<file path="src/rtl/bfm_ahbl_master_if.sv">
// Command, write/read data streams, AHB-Lite bus and status for the AHB-Lite master BFM.
interface bfm_ahbl_master_if #(
  parameter int DATA_WIDTH = 32,
  parameter int ADDR_WIDTH = 32
);
  logic                  CMD_VALID;
  logic                  CMD_READY;
  logic                  CMD_WRITE;
  logic [ADDR_WIDTH-1:0] CMD_ADDR;
  logic [2:0]            CMD_SIZE;
  logic [8:0]            CMD_LEN;
  logic                  WD_VALID;
  logic                  WD_READY;
  logic [DATA_WIDTH-1:0] WD_DATA;
  logic                  RD_VALID;
  logic                  RD_LAST;
  logic [DATA_WIDTH-1:0] RD_DATA;
  logic [ADDR_WIDTH-1:0] HADDR;
  logic [1:0]            HTRANS;
  logic                  HWRITE;
  logic [2:0]            HSIZE;
  logic [2:0]            HBURST;
  logic [DATA_WIDTH-1:0] HWDATA;
  logic [DATA_WIDTH-1:0] HRDATA;
  logic                  HREADY;
  logic                  HRESP;
  logic                  DONE;
  logic                  ERROR;
  logic                  TIMEOUT_ERR;

  modport master (
    input  CMD_VALID, CMD_WRITE, CMD_ADDR, CMD_SIZE, CMD_LEN, WD_VALID, WD_DATA,
           HRDATA, HREADY, HRESP,
    output CMD_READY, WD_READY, RD_VALID, RD_LAST, RD_DATA,
           HADDR, HTRANS, HWRITE, HSIZE, HBURST, HWDATA, DONE, ERROR, TIMEOUT_ERR
  );

  modport slave (
    output CMD_VALID, CMD_WRITE, CMD_ADDR, CMD_SIZE, CMD_LEN, WD_VALID, WD_DATA,
           HRDATA, HREADY, HRESP,
    input  CMD_READY, WD_READY, RD_VALID, RD_LAST, RD_DATA,
           HADDR, HTRANS, HWRITE, HSIZE, HBURST, HWDATA, DONE, ERROR, TIMEOUT_ERR
  );
endinterface

</file>
<file path="src/rtl/bfm_ahbl_master.sv">
// AHB-Lite master BFM: turns one command (addr/size/len) into a SINGLE or INCR burst
// with pipelined address/data phases, write-data flow control, error abort and timeout.
module bfm_ahbl_master #(
  parameter int DATA_WIDTH = 32,
  parameter int ADDR_WIDTH = 32,
  parameter int MAX_BURST  = 16,
  parameter int TIMEOUT    = 256
) (
  input  logic               SYSCLK,
  input  logic               SYSRST,
  bfm_ahbl_master_if.master  bus
);
  typedef enum logic [2:0] {S_IDLE, S_ADDR, S_BURST, S_DRAIN, S_ABORT} state_t;

  localparam logic [1:0] T_IDLE = 2'b00, T_BUSY = 2'b01, T_NSEQ = 2'b10, T_SEQ = 2'b11;
  localparam logic [2:0] B_SINGLE = 3'b000, B_INCR = 3'b001;
  localparam logic [2:0] MAX_SIZE = 3'($clog2(DATA_WIDTH/8));
  localparam int         TW       = $clog2(TIMEOUT+1);
  localparam logic [TW-1:0] TO_LAST = TW'(TIMEOUT-1);

  state_t r_state, w_state_nxt;

  logic [ADDR_WIDTH-1:0] r_haddr, w_haddr_nxt, r_naddr, w_naddr_nxt;
  logic [1:0]            r_htrans, w_htrans_nxt;
  logic                  r_hwrite, w_hwrite_nxt;
  logic [2:0]            r_hsize, w_hsize_nxt, r_hburst, w_hburst_nxt;
  logic [DATA_WIDTH-1:0] r_hwdata, w_hwdata_nxt, r_wbuf, w_wbuf_nxt;
  logic [DATA_WIDTH-1:0] r_rd_data, w_rd_data_nxt;
  logic [8:0]            r_len, w_len_nxt, r_issue_left, w_issue_left_nxt;
  logic [8:0]            r_data_left, w_data_left_nxt;
  logic                  r_dphase, w_dphase_nxt;
  logic [TW-1:0]         r_to_cnt, w_to_cnt_nxt;
  logic                  r_rd_valid, w_rd_valid_nxt, r_rd_last, w_rd_last_nxt;
  logic                  r_done, w_done_nxt, r_error, w_error_nxt, r_to_err, w_to_err_nxt;

  logic w_cmd_ready, w_accept, w_cmd_ok, w_active, w_xfer, w_adv, w_stall;
  logic w_timeout, w_err, w_data_done, w_last_done, w_first, w_issue;

  assign w_cmd_ready = (r_state == S_IDLE) & ~SYSRST;
  assign w_accept    = bus.CMD_VALID & w_cmd_ready;
  assign w_cmd_ok    = (bus.CMD_LEN != 9'd0) & (bus.CMD_LEN <= 9'(MAX_BURST)) &
                       (bus.CMD_SIZE <= MAX_SIZE);
  assign w_active    = (r_state == S_ADDR) | (r_state == S_BURST) | (r_state == S_DRAIN);
  assign w_xfer      = r_htrans[1];
  // Address-phase signals may only move when no stalled transfer is pending on the bus.
  assign w_adv       = bus.HREADY | (~w_xfer & ~r_dphase);
  assign w_stall     = r_dphase & ~bus.HREADY;
  assign w_timeout   = w_stall & (r_to_cnt == TO_LAST);
  assign w_err       = w_active & r_dphase & bus.HRESP & ~bus.HREADY;
  assign w_data_done = w_active & r_dphase & bus.HREADY;
  assign w_last_done = w_data_done & (r_data_left == 9'd1);
  assign w_first     = (r_issue_left == r_len);
  assign w_issue     = (w_accept & w_cmd_ok & (~bus.CMD_WRITE | bus.WD_VALID)) |
                       (w_active & w_adv & (r_issue_left != 9'd0) & (~r_hwrite | bus.WD_VALID));

  always_ff @(posedge SYSCLK or posedge SYSRST) begin
    if (SYSRST) r_state <= S_IDLE;
    else        r_state <= w_state_nxt;
  end

  always_comb begin
    w_state_nxt = r_state;
    case (r_state)
      S_IDLE: if (w_accept && w_cmd_ok) w_state_nxt = S_ADDR;
      S_ADDR, S_BURST, S_DRAIN: begin
        if (w_err)                          w_state_nxt = S_ABORT;
        else if (w_timeout || w_last_done)  w_state_nxt = S_IDLE;
        else if (w_adv && r_state != S_DRAIN) begin
          if (w_issue)                      w_state_nxt = w_first ? S_ADDR : S_BURST;
          else if (r_issue_left == 9'd0)    w_state_nxt = S_DRAIN;
          else if (!w_first)                w_state_nxt = S_BURST;
        end
      end
      S_ABORT: if (bus.HREADY || w_timeout) w_state_nxt = S_IDLE;
      default: w_state_nxt = S_IDLE;
    endcase
  end

  always_comb begin
    w_haddr_nxt      = r_haddr;
    w_htrans_nxt     = r_htrans;
    w_hwrite_nxt     = r_hwrite;
    w_hsize_nxt      = r_hsize;
    w_hburst_nxt     = r_hburst;
    w_hwdata_nxt     = r_hwdata;
    w_wbuf_nxt       = r_wbuf;
    w_naddr_nxt      = r_naddr;
    w_len_nxt        = r_len;
    w_issue_left_nxt = r_issue_left;
    w_data_left_nxt  = r_data_left;
    w_dphase_nxt     = r_dphase;
    w_to_cnt_nxt     = w_stall ? r_to_cnt + TW'(1) : '0;
    w_rd_valid_nxt   = 1'b0;
    w_rd_last_nxt    = 1'b0;
    w_rd_data_nxt    = r_rd_data;
    w_done_nxt       = 1'b0;
    w_error_nxt      = r_error;
    w_to_err_nxt     = r_to_err;
    if (w_accept) begin
      // A rejected command never touches the bus; it just reports and completes.
      w_error_nxt  = ~w_cmd_ok;
      w_to_err_nxt = 1'b0;
      w_done_nxt   = ~w_cmd_ok;
      if (w_cmd_ok) begin
        w_hwrite_nxt     = bus.CMD_WRITE;
        w_hsize_nxt      = bus.CMD_SIZE;
        w_hburst_nxt     = (bus.CMD_LEN == 9'd1) ? B_SINGLE : B_INCR;
        w_len_nxt        = bus.CMD_LEN;
        w_data_left_nxt  = bus.CMD_LEN;
        w_issue_left_nxt = bus.CMD_LEN;
        w_naddr_nxt      = bus.CMD_ADDR;
        if (w_issue) begin
          w_haddr_nxt      = bus.CMD_ADDR;
          w_htrans_nxt     = T_NSEQ;
          w_wbuf_nxt       = bus.WD_DATA;
          w_naddr_nxt      = bus.CMD_ADDR + (ADDR_WIDTH'(1) << bus.CMD_SIZE);
          w_issue_left_nxt = bus.CMD_LEN - 9'd1;
        end
      end
    end else if (w_err) begin
      w_htrans_nxt     = T_IDLE;
      w_error_nxt      = 1'b1;
      w_issue_left_nxt = 9'd0;
    end else if (w_timeout) begin
      w_htrans_nxt     = T_IDLE;
      w_to_err_nxt     = 1'b1;
      w_done_nxt       = 1'b1;
      w_dphase_nxt     = 1'b0;
      w_issue_left_nxt = 9'd0;
      w_to_cnt_nxt     = '0;
    end else if (r_state == S_ABORT) begin
      if (bus.HREADY) begin
        w_done_nxt   = 1'b1;
        w_dphase_nxt = 1'b0;
      end
    end else if (w_active) begin
      if (w_data_done) begin
        w_data_left_nxt = r_data_left - 9'd1;
        w_done_nxt      = w_last_done;
        if (!r_hwrite) begin
          w_rd_valid_nxt = 1'b1;
          w_rd_last_nxt  = (r_data_left == 9'd1);
          w_rd_data_nxt  = bus.HRDATA;
        end
      end
      if (w_adv) begin
        w_dphase_nxt = w_xfer;
        if (w_xfer && r_hwrite) w_hwdata_nxt = r_wbuf;
        if (w_issue) begin
          // A beat starting a new 1 KB page must restart the burst as NONSEQ.
          w_haddr_nxt      = r_naddr;
          w_htrans_nxt     = (w_first || r_naddr[9:0] == 10'd0) ? T_NSEQ : T_SEQ;
          w_wbuf_nxt       = bus.WD_DATA;
          w_naddr_nxt      = r_naddr + (ADDR_WIDTH'(1) << r_hsize);
          w_issue_left_nxt = r_issue_left - 9'd1;
        end else begin
          w_htrans_nxt = (r_issue_left != 9'd0 && !w_first) ? T_BUSY : T_IDLE;
        end
      end
    end
  end

  always_ff @(posedge SYSCLK or posedge SYSRST) begin
    if (SYSRST) begin
      r_haddr      <= '0;
      r_htrans     <= T_IDLE;
      r_hwrite     <= 1'b0;
      r_hsize      <= '0;
      r_hburst     <= '0;
      r_hwdata     <= '0;
      r_wbuf       <= '0;
      r_naddr      <= '0;
      r_len        <= '0;
      r_issue_left <= '0;
      r_data_left  <= '0;
      r_dphase     <= 1'b0;
      r_to_cnt     <= '0;
      r_rd_valid   <= 1'b0;
      r_rd_last    <= 1'b0;
      r_rd_data    <= '0;
      r_done       <= 1'b0;
      r_error      <= 1'b0;
      r_to_err     <= 1'b0;
    end else begin
      r_haddr      <= w_haddr_nxt;
      r_htrans     <= w_htrans_nxt;
      r_hwrite     <= w_hwrite_nxt;
      r_hsize      <= w_hsize_nxt;
      r_hburst     <= w_hburst_nxt;
      r_hwdata     <= w_hwdata_nxt;
      r_wbuf       <= w_wbuf_nxt;
      r_naddr      <= w_naddr_nxt;
      r_len        <= w_len_nxt;
      r_issue_left <= w_issue_left_nxt;
      r_data_left  <= w_data_left_nxt;
      r_dphase     <= w_dphase_nxt;
      r_to_cnt     <= w_to_cnt_nxt;
      r_rd_valid   <= w_rd_valid_nxt;
      r_rd_last    <= w_rd_last_nxt;
      r_rd_data    <= w_rd_data_nxt;
      r_done       <= w_done_nxt;
      r_error      <= w_error_nxt;
      r_to_err     <= w_to_err_nxt;
    end
  end

  assign bus.CMD_READY   = w_cmd_ready;
  assign bus.WD_READY    = w_issue & (w_accept ? bus.CMD_WRITE : r_hwrite);
  assign bus.RD_VALID    = r_rd_valid;
  assign bus.RD_LAST     = r_rd_last;
  assign bus.RD_DATA     = r_rd_data;
  assign bus.HADDR       = r_haddr;
  assign bus.HTRANS      = r_htrans;
  assign bus.HWRITE      = r_hwrite;
  assign bus.HSIZE       = r_hsize;
  assign bus.HBURST      = r_hburst;
  assign bus.HWDATA      = r_hwdata;
  assign bus.DONE        = r_done;
  assign bus.ERROR       = r_error;
  assign bus.TIMEOUT_ERR = r_to_err;
endmodule

</file>
<file path="src/flat_wrapper.sv">
// flat-port wrapper written by rule: the top's interface ports become plain ports
module bfm_ahbl_master_flat 
#(
  parameter int DATA_WIDTH = 32,
  parameter int ADDR_WIDTH = 32,
  parameter int MAX_BURST  = 16,
  parameter int TIMEOUT    = 256
)
  (SYSCLK, SYSRST, bus_CMD_VALID, bus_CMD_WRITE, bus_CMD_ADDR, bus_CMD_SIZE, bus_CMD_LEN, bus_WD_VALID, bus_WD_DATA, bus_HRDATA, bus_HREADY, bus_HRESP, bus_CMD_READY, bus_WD_READY, bus_RD_VALID, bus_RD_LAST, bus_RD_DATA, bus_HADDR, bus_HTRANS, bus_HWRITE, bus_HSIZE, bus_HBURST, bus_HWDATA, bus_DONE, bus_ERROR, bus_TIMEOUT_ERR);
  bfm_ahbl_master_if #(.DATA_WIDTH(DATA_WIDTH), .ADDR_WIDTH(ADDR_WIDTH)) bus_i ();
  input  logic SYSCLK;
  input  logic SYSRST;
  input wire logic [$bits(bus_i.CMD_VALID)-1:0] bus_CMD_VALID;
  input wire logic [$bits(bus_i.CMD_WRITE)-1:0] bus_CMD_WRITE;
  input wire logic [$bits(bus_i.CMD_ADDR)-1:0] bus_CMD_ADDR;
  input wire logic [$bits(bus_i.CMD_SIZE)-1:0] bus_CMD_SIZE;
  input wire logic [$bits(bus_i.CMD_LEN)-1:0] bus_CMD_LEN;
  input wire logic [$bits(bus_i.WD_VALID)-1:0] bus_WD_VALID;
  input wire logic [$bits(bus_i.WD_DATA)-1:0] bus_WD_DATA;
  input wire logic [$bits(bus_i.HRDATA)-1:0] bus_HRDATA;
  input wire logic [$bits(bus_i.HREADY)-1:0] bus_HREADY;
  input wire logic [$bits(bus_i.HRESP)-1:0] bus_HRESP;
  output wire logic [$bits(bus_i.CMD_READY)-1:0] bus_CMD_READY;
  output wire logic [$bits(bus_i.WD_READY)-1:0] bus_WD_READY;
  output wire logic [$bits(bus_i.RD_VALID)-1:0] bus_RD_VALID;
  output wire logic [$bits(bus_i.RD_LAST)-1:0] bus_RD_LAST;
  output wire logic [$bits(bus_i.RD_DATA)-1:0] bus_RD_DATA;
  output wire logic [$bits(bus_i.HADDR)-1:0] bus_HADDR;
  output wire logic [$bits(bus_i.HTRANS)-1:0] bus_HTRANS;
  output wire logic [$bits(bus_i.HWRITE)-1:0] bus_HWRITE;
  output wire logic [$bits(bus_i.HSIZE)-1:0] bus_HSIZE;
  output wire logic [$bits(bus_i.HBURST)-1:0] bus_HBURST;
  output wire logic [$bits(bus_i.HWDATA)-1:0] bus_HWDATA;
  output wire logic [$bits(bus_i.DONE)-1:0] bus_DONE;
  output wire logic [$bits(bus_i.ERROR)-1:0] bus_ERROR;
  output wire logic [$bits(bus_i.TIMEOUT_ERR)-1:0] bus_TIMEOUT_ERR;
  assign bus_i.CMD_VALID = bus_CMD_VALID;
  assign bus_i.CMD_WRITE = bus_CMD_WRITE;
  assign bus_i.CMD_ADDR = bus_CMD_ADDR;
  assign bus_i.CMD_SIZE = bus_CMD_SIZE;
  assign bus_i.CMD_LEN = bus_CMD_LEN;
  assign bus_i.WD_VALID = bus_WD_VALID;
  assign bus_i.WD_DATA = bus_WD_DATA;
  assign bus_i.HRDATA = bus_HRDATA;
  assign bus_i.HREADY = bus_HREADY;
  assign bus_i.HRESP = bus_HRESP;
  assign bus_CMD_READY = bus_i.CMD_READY;
  assign bus_WD_READY = bus_i.WD_READY;
  assign bus_RD_VALID = bus_i.RD_VALID;
  assign bus_RD_LAST = bus_i.RD_LAST;
  assign bus_RD_DATA = bus_i.RD_DATA;
  assign bus_HADDR = bus_i.HADDR;
  assign bus_HTRANS = bus_i.HTRANS;
  assign bus_HWRITE = bus_i.HWRITE;
  assign bus_HSIZE = bus_i.HSIZE;
  assign bus_HBURST = bus_i.HBURST;
  assign bus_HWDATA = bus_i.HWDATA;
  assign bus_DONE = bus_i.DONE;
  assign bus_ERROR = bus_i.ERROR;
  assign bus_TIMEOUT_ERR = bus_i.TIMEOUT_ERR;
  bfm_ahbl_master #(.DATA_WIDTH(DATA_WIDTH), .ADDR_WIDTH(ADDR_WIDTH), .MAX_BURST(MAX_BURST), .TIMEOUT(TIMEOUT)) u_core (.SYSCLK(SYSCLK), .SYSRST(SYSRST), .bus(bus_i));
endmodule
</file>
<file path="config.mk">
export PLATFORM = sky130hd
export DESIGN_NAME = bfm_ahbl_master_flat
export DESIGN_NICKNAME = d
export VERILOG_FILES = /design/src/rtl/bfm_ahbl_master_if.sv /design/src/rtl/bfm_ahbl_master.sv /design/src/flat_wrapper.sv
export SDC_FILE = /design/constraint.sdc
export NUM_CORES = 1
export LEC_CHECK = 0
export CORE_AREA = 2 2 112 222
export CTS_CLUSTER_SIZE = 30
export DETAILED_ROUTE_END_ITERATION = 10
export DIE_AREA = 0 0 114 224
export PLACE_DENSITY_LB_ADDON = 0.1
export SYNTH_ARGS = -nofsm -noshare
export SYNTH_HDL_FRONTEND = slang
export SYNTH_SLANG_ARGS = --single-unit
</file>
<file path="constraint.sdc">
create_clock -name SYSCLK -period 7.4 [get_ports SYSCLK]
set_input_delay 1.48 -clock SYSCLK [delete_from_list [all_inputs] [get_ports SYSCLK]]
set_output_delay 1.48 -clock SYSCLK [all_outputs]
set_load 0.05 [all_outputs]
</file>
==> results_dict.tcl <==
set metrics [dict create \
    outcome "finished, final reports clean" \
    synth_compound_area_frac 0.144 \
    endpoint_kind "primary output" \
    tightest_slew_ps 1040 \
    crit_type "in -> out" \
    drt-total-wl_um 32700 \
    clkPwrFrac 0.183 \
    cp-start-kind "primary input" \
    ys_seq_area_frac 0.480 \
    syn_inst 1171 \
    ios 227 \
    worst-path-max-fanout 10 \
    avgSynthCellArea_sq_um 9.43 \
    synth_top_family_by_area "simple AND/OR/NAND/NOR gates" \
    seq_power_share 0.331 \
    grtUsageTotal 0.256 \
    cp_data_required_time_ps 5920 \
    reg2reg_slack_ps 3620 \
    ctsResizeCount 0 \
    cts-hold-fix-buffers 0 \
    drv_slew 0 \
    root_buffer "clkbuf_16" \
    clkSinkCount 212 \
    cap_violations 0 \
    dp_hpwl_um 23900 \
    drc 0 \
    finalSetupViolations 0 \
    ys_ff_latch 212 \
    wl_per_cell_um 19.7 \
    synth_commonest_cells "225 x nand2_1, 212 x dfrtp_1, 92 x nor2_1" \
    die_y_um 224 \
    period_minus_slack_ps 6290 \
    cts_setup_buffers 0 \
    nets 1509 \
    vias_per_cell 5.78 \
    cts_tree "built" \
    syn_area_sq_um 11000 \
    grt_overflow_total 0 \
    drtIter0Drc 502 \
    hp-class "reg -> reg" \
    ys_warn_count 0 \
    clkLatencyLatePin_ps 510 \
    grt_setup_unrepaired "no" \
    setup_tns_ps 0 \
    internal_power_mw 3.23 \
    drive_gt1_frac 0.102 \
    fin_ws_ps 1110 \
    yosys.area_share.xor_xnor 0.0389 \
    synth_mux_area_frac 0.0744 \
    core_sq_um 23800 \
    timing.hold.ws_ps 458 \
    synth_top_area_frac 0.480 \
    syn_to_final_growth_pct 28.4 \
    max-vdd-ir-drop_mv 0.227 \
    htreeDepth 1 \
    power_frac_comb 0.486 \
    clock_path_buffers 3 \
    clk_pin_slew_ps 60 \
    fmax_ghz 0.159 \
    ant_nets 0 \
    antenna_found_initial 1 \
    port_buffers 224 \
    final_hold_viol_count 0 \
    relSlewSlack 0.301 \
    arrival_ps 4810 \
    numCtsBuffers 21 \
    std_cell_rows 80 \
    p_per_area_nw_per_um2 411 \
    synth_most_common_cell "nand2_1" \
    grt_max_degree 83 \
    dpl_worst_slack_ps 1170 \
    start_util 0.464 \
    grt_pass1_wl_um 51500 \
    synthTopCellsByArea "dfrtp_1 48%, nand2_1 7.6%, mux2_2 7.4%" \
    fp.dieW_um 114 \
    synthAdderAreaFrac 0.0319 \
    placed_cells_incl_taps 1631 \
    post-route-period-util 0.850 \
    p_leak_nw 6.22 \
    synthSimpleGateAreaFrac 0.196 \
    synthFlopType "dfrtp_1" \
    drt-pass1-iter-count 4 \
    yosysTopAreaCell "dfrtp_1" \
    place_congestion 0.911 \
    synth.distinct_cells 68 \
    vias 9626 \
    async_reset_ff_frac 1.00 \
    synth-edff-count 0 \
    fin_skew_ps 14.0 \
    p_switching_mw 2.60 \
    grt_pass1_vias 9613 \
    dieArea_sq_um 25500 \
    netSwitchingFraction 0.445 \
    fin_cells 1666 \
]
cell usage in the layout, fill, tap and decap left out, types with 21 or more instances in the layout:
| master | count |
|---|---|
| nand2_1 | 224 |
| clkdlybuf4s50_1 | 224 |
| dfrtp_1 | 212 |
| nor2_1 | 90 |
| mux2_2 | 73 |
| a21oi_1 | 64 |
| a31oi_1 | 44 |
| o21ai_0 | 43 |
| nand3_1 | 33 |
| xor2_1 | 29 |
| inv_1 | 25 |
| ha_1 | 25 |
| nand4_1 | 21 |
| clkbuf_16 | 21 |
stage by stage:
step / util / instance area (sq um) / power [mW]
6_report: 0.595 / 14200 / 5.83
5_1_grt: 0.595 / 14200 / 6.17
4_1_cts: 0.595 / 14200 / 5.87
3_5_place_dp: 0.567 / 13500 / 4.80
3_3_place_gp: 0.567 / 13500 / 4.74
2_1_floorplan: - / 11000 / 3.85
area by class of cell:
type / instances / area, sq um
clock inverter: 6 / 65.1
multi-input combinational: 869 / 5400
clock buffer: 28 / 612
tap: 287 / 359
fill: 2143 / 9640
timing repair buffer: 237 / 2340
antenna: 1 / 2.50
sequential: 212 / 5310
inverter: 26 / 105
metal layers:
metal,up-vias,GRT usage,share of wire
met2,322,0.484,0.54
met3,88,0.0287,0.046
met5,-,0,0
li1,4533,-,-
met4,0,0.137,0.054
met1,4683,0.269,0.36
worst paths after layout:
| kind | from | end | depth (start not counted) |
|---|---|---|---|
| setup / recovery | bus_CMD_SIZE[1] | bus_WD_READY | 6 |
| hold / removal | u_core.r_wbuf[27] | u_core.r_wbuf[27] | 2 |
| setup reg to reg | u_core.r_issue_left[4] | u_core.r_issue_left[4] | 7 |
| hold reg to reg | u_core.r_wbuf[27] | u_core.r_wbuf[27] | 2 |
| max in group asynchronous | SYSRST | u_core.bus.HSIZE[1] | 3 |
| min in group asynchronous | SYSRST | u_core.bus.HWDATA[7] | 2 |
sequential cells by signal (all words and copies together) (netlist names), 2 cells and up:
name and flops:
u_core.bus.HADDR 32, u_core.bus.HWDATA 32, u_core.bus.RD_DATA 32, u_core.r_naddr 32, u_core.r_wbuf 32, u_core.r_data_left 9, u_core.r_issue_left 9, u_core.r_len 9
u_core.r_to_cnt 9, u_core.bus.HSIZE 3, u_core.r_state 3, u_core.bus.HTRANS 2
power by group through the flow:
stage	logic, mW	registers [mW]	clock network (mW)
global placement	2.81	1.93	0
CTS	2.86	1.93	1.09
global route	3.06	1.98	1.13
detailed placement	2.85	1.95	0
finish	2.83	1.93	1.07
floorplan	1.20	2.65	0
kinds of logic (layout without fill, tap and decap cells):
logic type	count (synthesis)	after routing
xor gates and xnor gates	49	49
other	1	3
buffers and inverters	91	297
adders and majority gates	27	27
DFF	212	212
and+or+nand+nor	470	470
muxes	73	73
AOI/OAI and AO/OA	248	248
worst max-delay path, stage by stage:
cell             delay, ps
clkdlybuf4s50_1        540
a21oi_1                560
o211ai_1               420
nor4_4                 720
a22o_1                 280
clkdlybuf4s50_1        810
Power figures use the tool's default switching activity.
